**src/rtl/bus_arbiter4_rr_if.sv**
```systemverilog
// Handshake bundle between the four bus sources and the round-robin arbiter.
// The arbiter side uses the master modport and the sources use the slave modport.
interface bus_arbiter4_rr_if;
    logic [3:0] req;
    logic [3:0] grant;
    logic [1:0] sel;
    logic       bus_en;
    logic       busy;
    logic       preempt;

    modport master (
        input  req,
        output grant,
        output sel,
        output bus_en,
        output busy,
        output preempt
    );

    modport slave (
        output req,
        input  grant,
        input  sel,
        input  bus_en,
        input  busy,
        input  preempt
    );
endinterface

```
**src/rtl/bus_arbiter4_rr.sv**
```systemverilog
// Round-robin arbiter for a shared 4-source tri-state line. It bounds how long one
// owner may hold the line and inserts idle turnaround cycles between owners.
module bus_arbiter4_rr #(
    parameter int MAX_HOLD  = 8,
    parameter int TA_CYCLES = 1
) (
    input  logic               clk,
    input  logic               rst,
    bus_arbiter4_rr_if.master  bus
);

    localparam int HOLD_W = (MAX_HOLD > 2) ? $clog2(MAX_HOLD) : 1;
    localparam logic [HOLD_W-1:0] HOLD_LAST = HOLD_W'(MAX_HOLD - 1);
    localparam logic [1:0] TA_LAST = (TA_CYCLES > 0) ? 2'(TA_CYCLES - 1) : 2'd0;

    typedef enum logic [1:0] {
        IDLE  = 2'd0,
        GRANT = 2'd1,
        TURN  = 2'd2
    } state_t;

    state_t            state;
    logic [HOLD_W-1:0] hold_cnt;
    logic [1:0]        ta_cnt;
    logic [1:0]        last_ptr;

    logic [3:0]        grant_q;
    logic [1:0]        sel_q;
    logic              bus_en_q;
    logic              busy_q;
    logic              preempt_q;

    logic [1:0]        winner;
    logic              owner_req;
    logic              hold_expired;

    // Scan starts just after the previous owner, so that owner ranks lowest.
    function automatic logic [1:0] rr_pick(input logic [3:0] r, input logic [1:0] last);
        logic [1:0] cand;
        rr_pick = last;
        for (int k = 4; k >= 1; k--) begin
            cand = last + 2'(k);
            if (r[cand]) rr_pick = cand;
        end
    endfunction

    // NOTE: every signal written in always_comb gets a value on every path,
    // otherwise synthesis infers a latch to hold the missing case.
    always_comb begin
        winner       = rr_pick(bus.req, last_ptr);
        owner_req    = bus.req[sel_q];
        hold_expired = (hold_cnt == HOLD_LAST);
    end

    // NOTE: sequential state uses non-blocking assignments only, so every
    // register samples the values from before the edge regardless of order.
    always_ff @(posedge clk or posedge rst) begin
        if (rst) begin
            state     <= IDLE;
            hold_cnt  <= '0;
            ta_cnt    <= '0;
            last_ptr  <= 2'd3;
            grant_q   <= '0;
            sel_q     <= '0;
            bus_en_q  <= 1'b0;
            busy_q    <= 1'b0;
            preempt_q <= 1'b0;
        end else begin
            preempt_q <= 1'b0;
            case (state)
                IDLE: begin
                    if (|bus.req) begin
                        grant_q  <= 4'b0001 << winner;
                        sel_q    <= winner;
                        bus_en_q <= 1'b1;
                        busy_q   <= 1'b1;
                        hold_cnt <= '0;
                        state    <= GRANT;
                    end
                end

                GRANT: begin
                    if (!owner_req || hold_expired) begin
                        grant_q   <= '0;
                        bus_en_q  <= 1'b0;
                        last_ptr  <= sel_q;
                        // A simultaneous drop of req is an ordinary release.
                        preempt_q <= hold_expired && owner_req;
                        if (TA_CYCLES > 0) begin
                            ta_cnt <= '0;
                            busy_q <= 1'b1;
                            state  <= TURN;
                        end else begin
                            busy_q <= 1'b0;
                            state  <= IDLE;
                        end
                    end else begin
                        hold_cnt <= hold_cnt + 1'b1;
                    end
                end

                TURN: begin
                    if (ta_cnt == TA_LAST) begin
                        busy_q <= 1'b0;
                        state  <= IDLE;
                    end else begin
                        ta_cnt <= ta_cnt + 1'b1;
                    end
                end

                default: begin
                    grant_q  <= '0;
                    bus_en_q <= 1'b0;
                    busy_q   <= 1'b0;
                    state    <= IDLE;
                end
            endcase
        end
    end

    assign bus.grant   = grant_q;
    assign bus.sel     = sel_q;
    assign bus.bus_en  = bus_en_q;
    assign bus.busy    = busy_q;
    assign bus.preempt = preempt_q;

endmodule

```
**src/flat_wrapper.sv**
```systemverilog
// flat-port wrapper written by rule: the top's interface ports become plain ports
module bus_arbiter4_rr_flat 
#(
    parameter int MAX_HOLD  = 8,
    parameter int TA_CYCLES = 1
)
  (clk, rst, bus_req, bus_grant, bus_sel, bus_bus_en, bus_busy, bus_preempt);
  bus_arbiter4_rr_if bus_i ();
  input  logic clk;
  input  logic rst;
  input wire logic [$bits(bus_i.req)-1:0] bus_req;
  output wire logic [$bits(bus_i.grant)-1:0] bus_grant;
  output wire logic [$bits(bus_i.sel)-1:0] bus_sel;
  output wire logic [$bits(bus_i.bus_en)-1:0] bus_bus_en;
  output wire logic [$bits(bus_i.busy)-1:0] bus_busy;
  output wire logic [$bits(bus_i.preempt)-1:0] bus_preempt;
  assign bus_i.req = bus_req;
  assign bus_grant = bus_i.grant;
  assign bus_sel = bus_i.sel;
  assign bus_bus_en = bus_i.bus_en;
  assign bus_busy = bus_i.busy;
  assign bus_preempt = bus_i.preempt;
  bus_arbiter4_rr #(.MAX_HOLD(MAX_HOLD), .TA_CYCLES(TA_CYCLES)) u_core (.clk(clk), .rst(rst), .bus(bus_i));
endmodule
```
**config.mk**
```make
export PLATFORM = sky130hd
export DESIGN_NAME = bus_arbiter4_rr_flat
export DESIGN_NICKNAME = d
export VERILOG_FILES = /design/src/rtl/bus_arbiter4_rr_if.sv /design/src/rtl/bus_arbiter4_rr.sv /design/src/flat_wrapper.sv
export SDC_FILE = /design/constraint.sdc
export NUM_CORES = 1
export LEC_CHECK = 0
export CAP_MARGIN = 0
export CORE_UTILIZATION = 50
export CTS_CLUSTER_SIZE = 20
export DETAILED_ROUTE_END_ITERATION = 10
export GPL_ROUTABILITY_DRIVEN = 0
export PLACE_DENSITY = 0.79
export SLEW_MARGIN = 5
export SYNTH_ARGS = -nofsm -noshare
export SYNTH_HDL_FRONTEND = slang
export SYNTH_SLANG_ARGS = --single-unit
```
**constraint.sdc**
```tcl
create_clock -name clk -period 2 [get_ports clk]
set_input_delay 0.2 -clock clk [delete_from_list [all_inputs] [get_ports clk]]
set_output_delay 0.2 -clock clk [all_outputs]
set_load 0.01 [all_outputs]
```
==> qor.yml, run 1 <==
timing:
  max_freq_mhz: 620
  fin_crit_ns: 1.61
  timing.final.crit_share: 0.806
  setup_viol: 0
  final-max-slew-violation-count: 0
  finalHoldViolCount: 0
  tns_ns: 0
  fin_skew_ns: 0.00648
  rsz0062_at_grt: "false"
  worstMarginPinSlew_ns: 0.657
  relSlewSlack: 0.562
placement:
  placed_area_um2: 1070
  io_buffers: 14
  dp_hpwl_mm: 1.23
cells_and_area:
  n_fill_cell: 130
  finalNetCount: 110
  antenna_cells: 0
  regArea_um2: 453
  multi_input_area_um2: 405
  final_area_um2: 1100
  drive_gt1_frac: 0.140
  area_growth_pct: 23.6
drt:
  vias_per_cell: 5.37
  dr_total_vias: 666
  routedWlPerCell_um: 13.4
  drc_errors: 2
  drt-initial-drc-count: 9
  antenna_left: 0
  routed_wl_mm: 1.67
  first_pass_iters: 7
critical_path:
  rrSetupSlack_ns: 0.39
  cp.required_ns: 2.19
  crit_path_end_kind: "flip-flop"
  path_max_fanout: 4
  crit_path_start_kind: "flip-flop"
  r2r_start: "u_core.bus.sel[0]"
  worstReg2RegEnd: "u_core.bus.grant[1]"
  startpoint: "u_core.bus.sel[0]"
  worst-setup-path-type: "flip-flop to flip-flop"
  arrival_ns: 1.81
  ff2ff_path_depth: 4
die:
  start_util: 0.560
  core_area_um2: 1590
  pin_count: 15
  fp.dieW_um: 44.2
  num_rows: 14
  die_h_um: 44.2
  dieArea_um2: 1960
power_and_ir_drop:
  power_frac_clock: 0.143
  pwr_density_cell_nw_per_um2: 1440
  power_leakage_nw: 0.495
  p_comb_frac: 0.450
  power_switching_mw: 0.576
  p_sw_frac: 0.363
  finalPower_mw: 1.59
  ir_drop_v: 0.000645
  internal_power_mw: 1.01
  power.share.sequential: 0.407
cts:
  cts.path.max_buffers: 2
  cts.sinks: 18
  root_buffer: "clkbuf_4"
  htree_levels: 1
  path_clk_slew_ns: 0.10
  clock_latency_ns: 0.30
  cts_tree: "done"
  cts_made_buffers: 3
  holdBufCountCts: 0
  cts_resized: 0
  postCtsSetupRepairBufs: 0
run:
  maxCapViolations: 0
logic_synthesis:
  synth-edff-count: 0
  synthFlopType: "dfrtp_1"
  netlist_instances: 82
  async_flop_share: 1.00
  synthesis.nets: 91
  synth-seq-area-share: 0.508
  synth_seq_cells: 18
  ys_types: 35
  synth_area_um2: 892
  ys_warn_count: 0
  syn-mean-instance-area_um2: 10.9
status:
  violations: "design-rule violations"
  status: "finished, violations left"
grt:
  grt_max_degree: 19
  grt_pass1_wl_mm: 2.87
  grt_pass1_vias: 648
  gr-total-overflow: 0
  antenna_found_initial: 0
  grtUsageTotal: 0.205
worst_hold_path:
  min_path_type: "input pin to async pin"
## cell families (layout without fill, tap and decap cells)
family / Yosys count / count (layout) / synth area share
DFF: 18 / 18 / 0.508
buffers and inverters: 9 / 27 / 0.0379
muxes: 3 / 3 / 0.0533
AOI/OAI and AO/OA: 25 / 25 / 0.210
xor gates and xnor gates: 1 / 1 / 0.00982
and+or+nand+nor: 23 / 23 / 0.139
adders and majority gates: 3 / 3 / 0.0421
## layout by cell type (no fill, tap or decap)
| cell type | n |
|---|---|
| or3_1 | 1 |
| nand2b_1 | 2 |
| mux2_4 | 1 |
| a21boi_4 | 1 |
| o211ai_1 | 2 |
| a221o_1 | 1 |
| a211o_2 | 1 |
| clkbuf_8 | 1 |
| xnor2_1 | 1 |
| mux4_2 | 1 |
| mux2i_1 | 1 |
| or2b_1 | 1 |
| a21o_1 | 1 |
| o21ai_0 | 8 |
| nor4_1 | 1 |
| nand2_1 | 3 |
| a21boi_0 | 1 |
| o211a_1 | 1 |
| ha_1 | 3 |
| nor3_1 | 1 |
| inv_1 | 8 |
| dfstp_2 | 2 |
| a221oi_1 | 1 |
| nor2_1 | 5 |
| or2_1 | 1 |
| clkdlybuf4s50_1 | 14 |
| nor3b_1 | 1 |
| a32o_1 | 2 |
| and2b_2 | 1 |
| or2_2 | 1 |
| nand3_1 | 4 |
| dfrtp_1 | 16 |
| and3_2 | 1 |
| a21oi_1 | 3 |
| buf_4 | 1 |
| o21a_1 | 1 |
| a22o_1 | 2 |
| clkbuf_4 | 3 |
## area by class of cell
type	instances	area share
repair buffers	15	0.134
inverters	8	0.0272
well taps	24	0.0272
multi-input cells	55	0.368
flip-flops and latches	18	0.411
clock buffers	4	0.0329
## per-stage QoR
step / worst slack (ns) / hold slack (ns) / util / cells
6_report: 0.388 / 0.275 / 0.692 / 124
5_1_grt: 0.221 / 0.383 / 0.692 / 124
4_1_cts: 0.388 / 0.301 / 0.692 / 124
3_5_place_dp: 0.100 / 0.489 / 0.669 / 120
3_3_place_gp: 0.163 / 0.485 / 0.669 / 120
2_1_floorplan: 0.392 / 0.137 / - / 82
## worst max path at each step
stage | endpoint | slack, ns | depth (start not counted)
after floorplan | u_core.last_ptr[1] | 0.39 | 3
after global placement | u_core.bus.grant[1] | 0.16 | 5
after detailed placement | u_core.bus.grant[0] | 0.10 | 5
after CTS | u_core.bus.grant[0] | 0.39 | 4
after global routing | u_core.bus.grant[0] | 0.22 | 5
final | u_core.bus.grant[1] | 0.39 | 4
## synthesized netlist by cell type, drive strengths merged, types with 3 or more instances
library cell / instances / area, um2
o21ai: 8 / 40.0
inv: 8 / 30.0
nand3: 4 / 20.0
dfrtp: 16 / 400
nor2: 5 / 18.8
nand2: 3 / 11.3
a21oi: 3 / 15.0
ha: 3 / 37.5
## worst max-delay path: stages, from the launching register on
cell and delay, ns:
dfrtp_1 0.43, mux4_2 0.60, nand2_1 0.11, a21oi_1 0.12
a32o_1 0.25
## registers in the layout, indices dropped and copies added (netlist names)
name / flops
u_core.bus.grant: 4
u_core.hold_cnt: 3
u_core.bus.sel: 2
u_core.last_ptr: 2
u_core.state: 2
u_core.ta_cnt: 2
u_core.bus.bus_en: 1
u_core.bus.busy: 1
u_core.bus.preempt: 1
## layer usage
layer  wire (um)  track usage
met1         803        0.270
met2         749        0.332
met3          72       0.0245
met4          40        0.109
met5           0            0
## power groups by stage
stage               registers [mW]  logic [mW]  clock network, mW
floorplan                    0.650       0.447                  0
global placement             0.649       0.705                  0
detailed placement           0.652       0.719                  0
CTS                          0.645       0.725              0.237
global route                 0.671       0.798              0.242
finish                       0.646       0.715              0.227
Power figures use the tool's default switching activity.
==> run 2: changes to the inputs <==
--- a/config.mk
+++ b/config.mk
@@ -6,11 +6,11 @@
 export NUM_CORES = 1
 export LEC_CHECK = 0
 export CAP_MARGIN = 0
-export CORE_UTILIZATION = 50
+export CORE_UTILIZATION = 45
 export CTS_CLUSTER_SIZE = 20
 export DETAILED_ROUTE_END_ITERATION = 10
 export GPL_ROUTABILITY_DRIVEN = 0
-export PLACE_DENSITY = 0.79
+export PLACE_DENSITY = 0.75
 export SLEW_MARGIN = 5
 export SYNTH_ARGS = -nofsm -noshare
 export SYNTH_HDL_FRONTEND = slang
==> constraint.sdc (replaced) <==
create_clock -name clk -period 1.3 [get_ports clk]
set_input_delay 0.13 -clock clk [delete_from_list [all_inputs] [get_ports clk]]
set_output_delay 0.13 -clock clk [all_outputs]
set_load 0.01 [all_outputs]
==> run 2 against run 1 <==
Against the previous run: the run ends with negative setup slack left; register-to-register slack got worse by 0.65 ns; count of clock-buffer cells in the layout unchanged; wire length is 49% higher; total power rose by 83%; die area rose by 11%; via count rose by 22%; sequential cell count unchanged; highest routed layer unchanged.
==> qor.yml, run 2 (same netlist as run 1, synthesis figures left out) <==
critical_path:
  max_stage_delay_ns: 0.59  # was 0.60 ns
  rrSetupSlack_ns: -0.26  # was 0.39 ns
  worst-setup-path-type: "flip-flop to flip-flop"  # unchanged
  arrival_ns: 1.79  # was 1.81 ns
  crit_path_end_kind: "flip-flop"  # unchanged
  startpoint: "u_core.bus.sel[0]"  # unchanged
  r2r_start: "u_core.bus.sel[0]"  # unchanged
  cp.required_ns: 1.53  # was 2.19 ns
  crit_path_start_kind: "flip-flop"  # unchanged
  path_max_fanout: 4  # unchanged
  path_cells: "mux4_2 > a21boi_4 > mux2_4"  # was mux4_2 > nand2_1 > a21oi_1 > a32o_1
  critPathSlowestCell: "mux4_2"  # unchanged
timing:
  worstMarginPinSlew_ns: 0.332  # was 0.657 ns
  rsz0062_at_grt: "true"  # was false
  fin_crit_ns: 1.56  # was 1.61 ns
  fin_skew_ns: 0.00482  # was 0.00648 ns
  max_freq_mhz: 641  # was 620 MHz
  holdWs_ns: 0.0487  # was 0.275 ns
  timing.final.crit_share: 1.20  # was 0.806
  relSlewSlack: 0.777  # was 0.562
  final-max-slew-violation-count: 0  # unchanged
  finalHoldViolCount: 0  # unchanged
  tns_ns: -2.82  # was 0 ns
  timing.final.ws_setup_ns: -0.261  # was 0.388 ns
  setup_viol: 17  # was 0
status:
  violations: "negative setup slack"  # was design-rule violations
  status: "finished, violations left"  # unchanged
placement:
  io_buffers: 14  # unchanged
  pre_cts_ws_ns: -0.449  # was 0.100 ns
  placed_area_um2: 1230  # was 1070 um2
  dp_hpwl_mm: 1.66  # was 1.23 mm
power_and_ir_drop:
  power_leakage_nw: 0.648  # was 0.495 nW
  p_sw_frac: 0.380  # was 0.363
  ir_drop_v: 0.00138  # was 0.000645 V
  p_comb_frac: 0.572  # was 0.450
  internal_power_mw: 1.81  # was 1.01 mW
  pwr_density_cell_nw_per_um2: 2180  # was 1440 nW/um2
  power_frac_clock: 0.099  # was 0.143
  power.share.sequential: 0.329  # was 0.407
  power_switching_mw: 1.11  # was 0.576 mW
cells_and_area:
  finalNetCount: 133  # was 110
  antenna_cells: 0  # unchanged
  final_area_um2: 1340  # was 1100 um2
  n_fill_cell: 124  # was 130
  final_cell_mix: "buf_4, dfrtp_1, inv_1"  # was dfrtp_1, clkdlybuf4s50_1, inv_1, o21ai_0, nor2_1
  multi_input_area_um2: 478  # was 405 um2
  area_growth_pct: 49.9  # was 23.6%
  layout_commonest_cell: "buf_4"  # was dfrtp_1
  largest_reg_flops: 4  # unchanged
  regArea_um2: 453  # unchanged
  fin_util: 0.750  # was 0.692
  drive_gt1_frac: 0.390  # was 0.140
die:
  num_rows: 15  # was 14
  fp.dieW_um: 46.5  # was 44.2 um
  pin_count: 15  # unchanged
  dieArea_um2: 2160  # was 1960 um2
  start_util: 0.500  # was 0.560
  core_area_um2: 1780  # was 1590 um2
  die_h_um: 46.5  # was 44.2 um
cts:
  htree_levels: 1  # unchanged
  clock_latency_ns: 0.29  # was 0.30 ns
  cts.path.max_buffers: 2  # unchanged
  root_buffer: "clkbuf_4"  # unchanged
  cts_made_buffers: 3  # unchanged
  path_clk_slew_ns: 0.10  # about the same
  cts.sinks: 18  # unchanged
  cts_tree: "done"  # unchanged
  holdBufCountCts: 0  # unchanged
grt:
  grt_max_degree: 13  # was 19
  antenna_found_initial: 0  # unchanged
  gr-total-overflow: 0  # unchanged
  grt_pass1_vias: 780  # was 648
  grtUsageTotal: 0.230  # was 0.205
  grt_pass1_wl_mm: 3.36  # was 2.87 mm
worst_hold_path:
  min_path_type: "input pin to async pin"  # unchanged
drt:
  vias_per_cell: 5.47  # was 5.37
  first_pass_iters: 4  # was 7
  antenna_left: 0  # unchanged
  routed_wl_mm: 2.48  # was 1.67 mm
  drc_errors: 0  # was 2
  routedWlPerCell_um: 16.8  # was 13.4 um
  drt-initial-drc-count: 18  # was 9
  dr_total_vias: 810  # was 666
run:
  maxCapViolations: 0  # unchanged
==> run 2: critical path: cells and delay by family, from the launching register on <==
kind           cells  cell delay (ns)
AO/OA/AOI/OAI      1             0.19
flip-flops         1             0.40
multiplexers       2             0.91
==> run 2: final cells by class <==
cell class | instances | share of cell area
Clock buffer | 4 | 0.0196
Inverter | 8 | 0.0225
Multi-Input combinational cell | 55 | 0.357
Sequential cell | 18 | 0.339
Tap cell | 25 | 0.0234
Timing Repair Buffer | 38 | 0.239
==> run 2: path summary, 6_finish.rpt <==
check | cells after the start | end
min in group clk | 1 | u_core.bus.busy
max in group asynchronous | 3 | u_core.bus.bus_en
min | 2 | u_core.ta_cnt[1]
max | 3 | u_core.last_ptr[1]
max reg2reg | 3 | u_core.last_ptr[1]
min reg2reg | 1 | u_core.bus.busy
==> run 2: per-layer routing <==
layer,part of all wire,track usage,vias to the layer above
li1,-,-,380
met1,0.40,0.262,402
met2,0.55,0.411,22
met3,0.029,0.0510,6
met4,0.020,0.0824,0
met5,0,0,-
==> run 2: what timing repair did <==
action,4_1_cts,5_1_grt
cloned,0,0
gates resized for setup,16,10
pin swaps,4,4
endpoints found under the setup margin,26,21
setup buffers,2,1
==> run 2: power by group through the flow <==
stage          clock (mW)  sequential, mW  combinational [mW]
2_1_floorplan           0            1.01               0.707
3_3_place_gp            0           0.945                1.44
3_5_place_dp            0           0.951                1.50
4_1_cts             0.289           0.934                1.53
5_1_grt             0.324           0.970                1.79
6_report            0.288           0.959                1.67
==> run 2: stage by stage <==
stage	cells	power (mW)
global route	148	3.08
detailed placement	141	2.45
floorplan	82	1.72
finish	148	2.91
CTS	147	2.75
global placement	141	2.39
==> run 3: changes to the inputs <==
--- a/config.mk
+++ b/config.mk
@@ -11,6 +11,7 @@
 export DETAILED_ROUTE_END_ITERATION = 10
 export GPL_ROUTABILITY_DRIVEN = 0
 export PLACE_DENSITY = 0.75
+export SETUP_SLACK_MARGIN = 0.15
 export SLEW_MARGIN = 5
 export SYNTH_ARGS = -nofsm -noshare
 export SYNTH_HDL_FRONTEND = slang
==> run 3 against run 2 <==
Against the previous run: the flow still finishes with violations (negative setup slack); die area unchanged; setup slack worse by 0.0097 ns; sequential share of layout area down 0.16 points; sequential power about the same; largest cell class unchanged.
==> qor.yml, run 3 (same netlist as run 1, synthesis figures left out) <==
die:
  dieArea_um2: 2160  # unchanged
  die_h_um: 46.5  # unchanged
  fp.dieW_um: 46.5  # unchanged
  pin_count: 15  # unchanged
  start_util: 0.500  # unchanged
  core_area_um2: 1780  # unchanged
  num_rows: 15  # unchanged
timing:
  fin_skew_ns: 0.00881  # was 0.00482 ns
  tns_ns: -3.15  # was -2.82 ns
  relSlewSlack: 0.796  # was 0.777
  finalHoldViolCount: 0  # unchanged
  fin_crit_ns: 1.57  # was 1.56 ns
  worstMarginPinSlew_ns: 0.304  # was 0.332 ns
  timing.final.ws_setup_ns: -0.270  # was -0.261 ns
  setup_viol: 17  # unchanged
  final-max-slew-violation-count: 0  # unchanged
  max_freq_mhz: 637  # was 641 MHz
  timing.final.crit_share: 1.21  # was 1.20
  rsz0062_at_grt: "true"  # unchanged
cells_and_area:
  fin_cells: 146  # was 148
  final_cell_mix: "buf_4, dfrtp_1, dlygate4sd2_1"  # was buf_4, dfrtp_1, inv_1
  layout_commonest_cell: "buf_4"  # unchanged
  finalNetCount: 131  # was 133
  largest_reg_flops: 4  # unchanged
  area_growth_pct: 50.6  # was 49.9%
  antenna_cells: 0  # unchanged
  drive_gt1_frac: 0.421  # was 0.390
placement:
  dp_hpwl_mm: 1.60  # was 1.66 mm
  place_inst: 141  # unchanged
  io_buffers: 14  # unchanged
cts:
  htree_levels: 1  # unchanged
  holdBufCountCts: 0  # unchanged
  cts.sinks: 18  # unchanged
  cts.path.max_buffers: 2  # unchanged
  path_clk_slew_ns: 0.10  # about the same
  cts_tree: "done"  # unchanged
  root_buffer: "clkbuf_4"  # unchanged
  cts_made_buffers: 3  # unchanged
  clock_latency_ns: 0.30  # was 0.29 ns
critical_path:
  worst-setup-path-type: "flip-flop to flip-flop"  # unchanged
  crit_path_start_kind: "flip-flop"  # unchanged
  arrival_ns: 1.79  # about the same
  path_max_fanout: 4  # unchanged
  crit_path_end_kind: "flip-flop"  # unchanged
  cp.required_ns: 1.52  # was 1.53 ns
drt:
  dr_total_vias: 765  # was 810
  routedWlPerCell_um: 14.7  # was 16.8 um
  first_pass_iters: 4  # unchanged
  drc_errors: 0  # unchanged
  antenna_left: 0  # unchanged
  vias_per_cell: 5.24  # was 5.47
  drt-initial-drc-count: 11  # was 18
  routed_wl_mm: 2.15  # was 2.48 mm
grt:
  grtUsageTotal: 0.211  # was 0.230
  met1_usage: 0.261  # was 0.262
  grt_pass1_wl_mm: 3.13  # was 3.36 mm
  grt_util_met2: 0.353  # was 0.411
  grt.busiest_layer: "met2"  # unchanged
  grt_max_degree: 12  # was 13
  grt_pass1_vias: 761  # was 780
  use_met3: 0.0235  # was 0.0510
  antenna_found_initial: 0  # unchanged
  gr-total-overflow: 0  # unchanged
power_and_ir_drop:
  pwr_density_cell_nw_per_um2: 2150  # was 2180 nW/um2
  finalPower_mw: 2.89  # was 2.91 mW
  power_leakage_nw: 0.658  # was 0.648 nW
  ir_drop_v: 0.00119  # was 0.00138 V
status:
  violations: "negative setup slack"  # unchanged
  status: "finished, violations left"  # unchanged
run:
  maxCapViolations: 0  # unchanged
worst_hold_path:
  min_path_type: "input pin to async pin"  # unchanged
-- run 3: area by class of cell --
class	count	area, um2
Clock buffer	4	26.3
Fill cell	118	439
Inverter	8	30.0
Multi-Input combinational cell	55	510
Sequential cell	18	453
Tap cell	25	31.3
Timing Repair Buffer	36	293
-- run 3: report_power, final --
group | total, mW | internal (mW) | switching, mW
Clock | 0.288 | 0.119 | 0.169
Combinational | 1.64 | 0.866 | 0.772
Sequential | 0.960 | 0.790 | 0.170
Total | 2.89 | 1.78 | 1.11
-- run 3: stage by stage --
step	hold slack [ns]	worst slack [ns]	util	instance area (um2)
2_1_floorplan	0.0671	-0.285	-	920
3_3_place_gp	0.383	-0.409	0.698	1240
3_5_place_dp	0.382	-0.419	0.698	1240
4_1_cts	0.0646	-0.223	0.715	1270
5_1_grt	0.106	-0.299	0.754	1340
6_report	0.0634	-0.270	0.754	1340
-- run 3: worst paths after layout --
path / from / to / cells past startpoint / slack [ns]
setup / recovery: u_core.bus.sel[0] / u_core.last_ptr[1] / 3 / -0.27
hold / removal: rst / u_core.state[1] / 2 / 0.06
setup reg to reg: u_core.bus.sel[0] / u_core.last_ptr[1] / 3 / -0.27
hold reg to reg: u_core.bus.busy / u_core.bus.busy / 1 / 0.50
max in group asynchronous: rst / u_core.state[0] / 3 / 0.79
min in group clk: bus_req[1] / u_core.last_ptr[0] / 4 / 0.36
-- run 3: timing repair --
item	CTS	global route
endpoints found under the setup margin	27	19
buffers inserted	0	1
pin swaps	3	6
gates resized for setup	23	13
-- run 3: worst max-delay path: stages (launching register included) --
cell and delay [ns]:
dfrtp_1 0.39, mux4_2 0.60, a21boi_4 0.19, mux2_4 0.31
-- run 3: metal layers --
metal | share of wire | routed length [um]
met4 | 0.014 | 31
met5 | 0 | 0
met1 | 0.45 | 966
met2 | 0.51 | 1110
met3 | 0.022 | 47
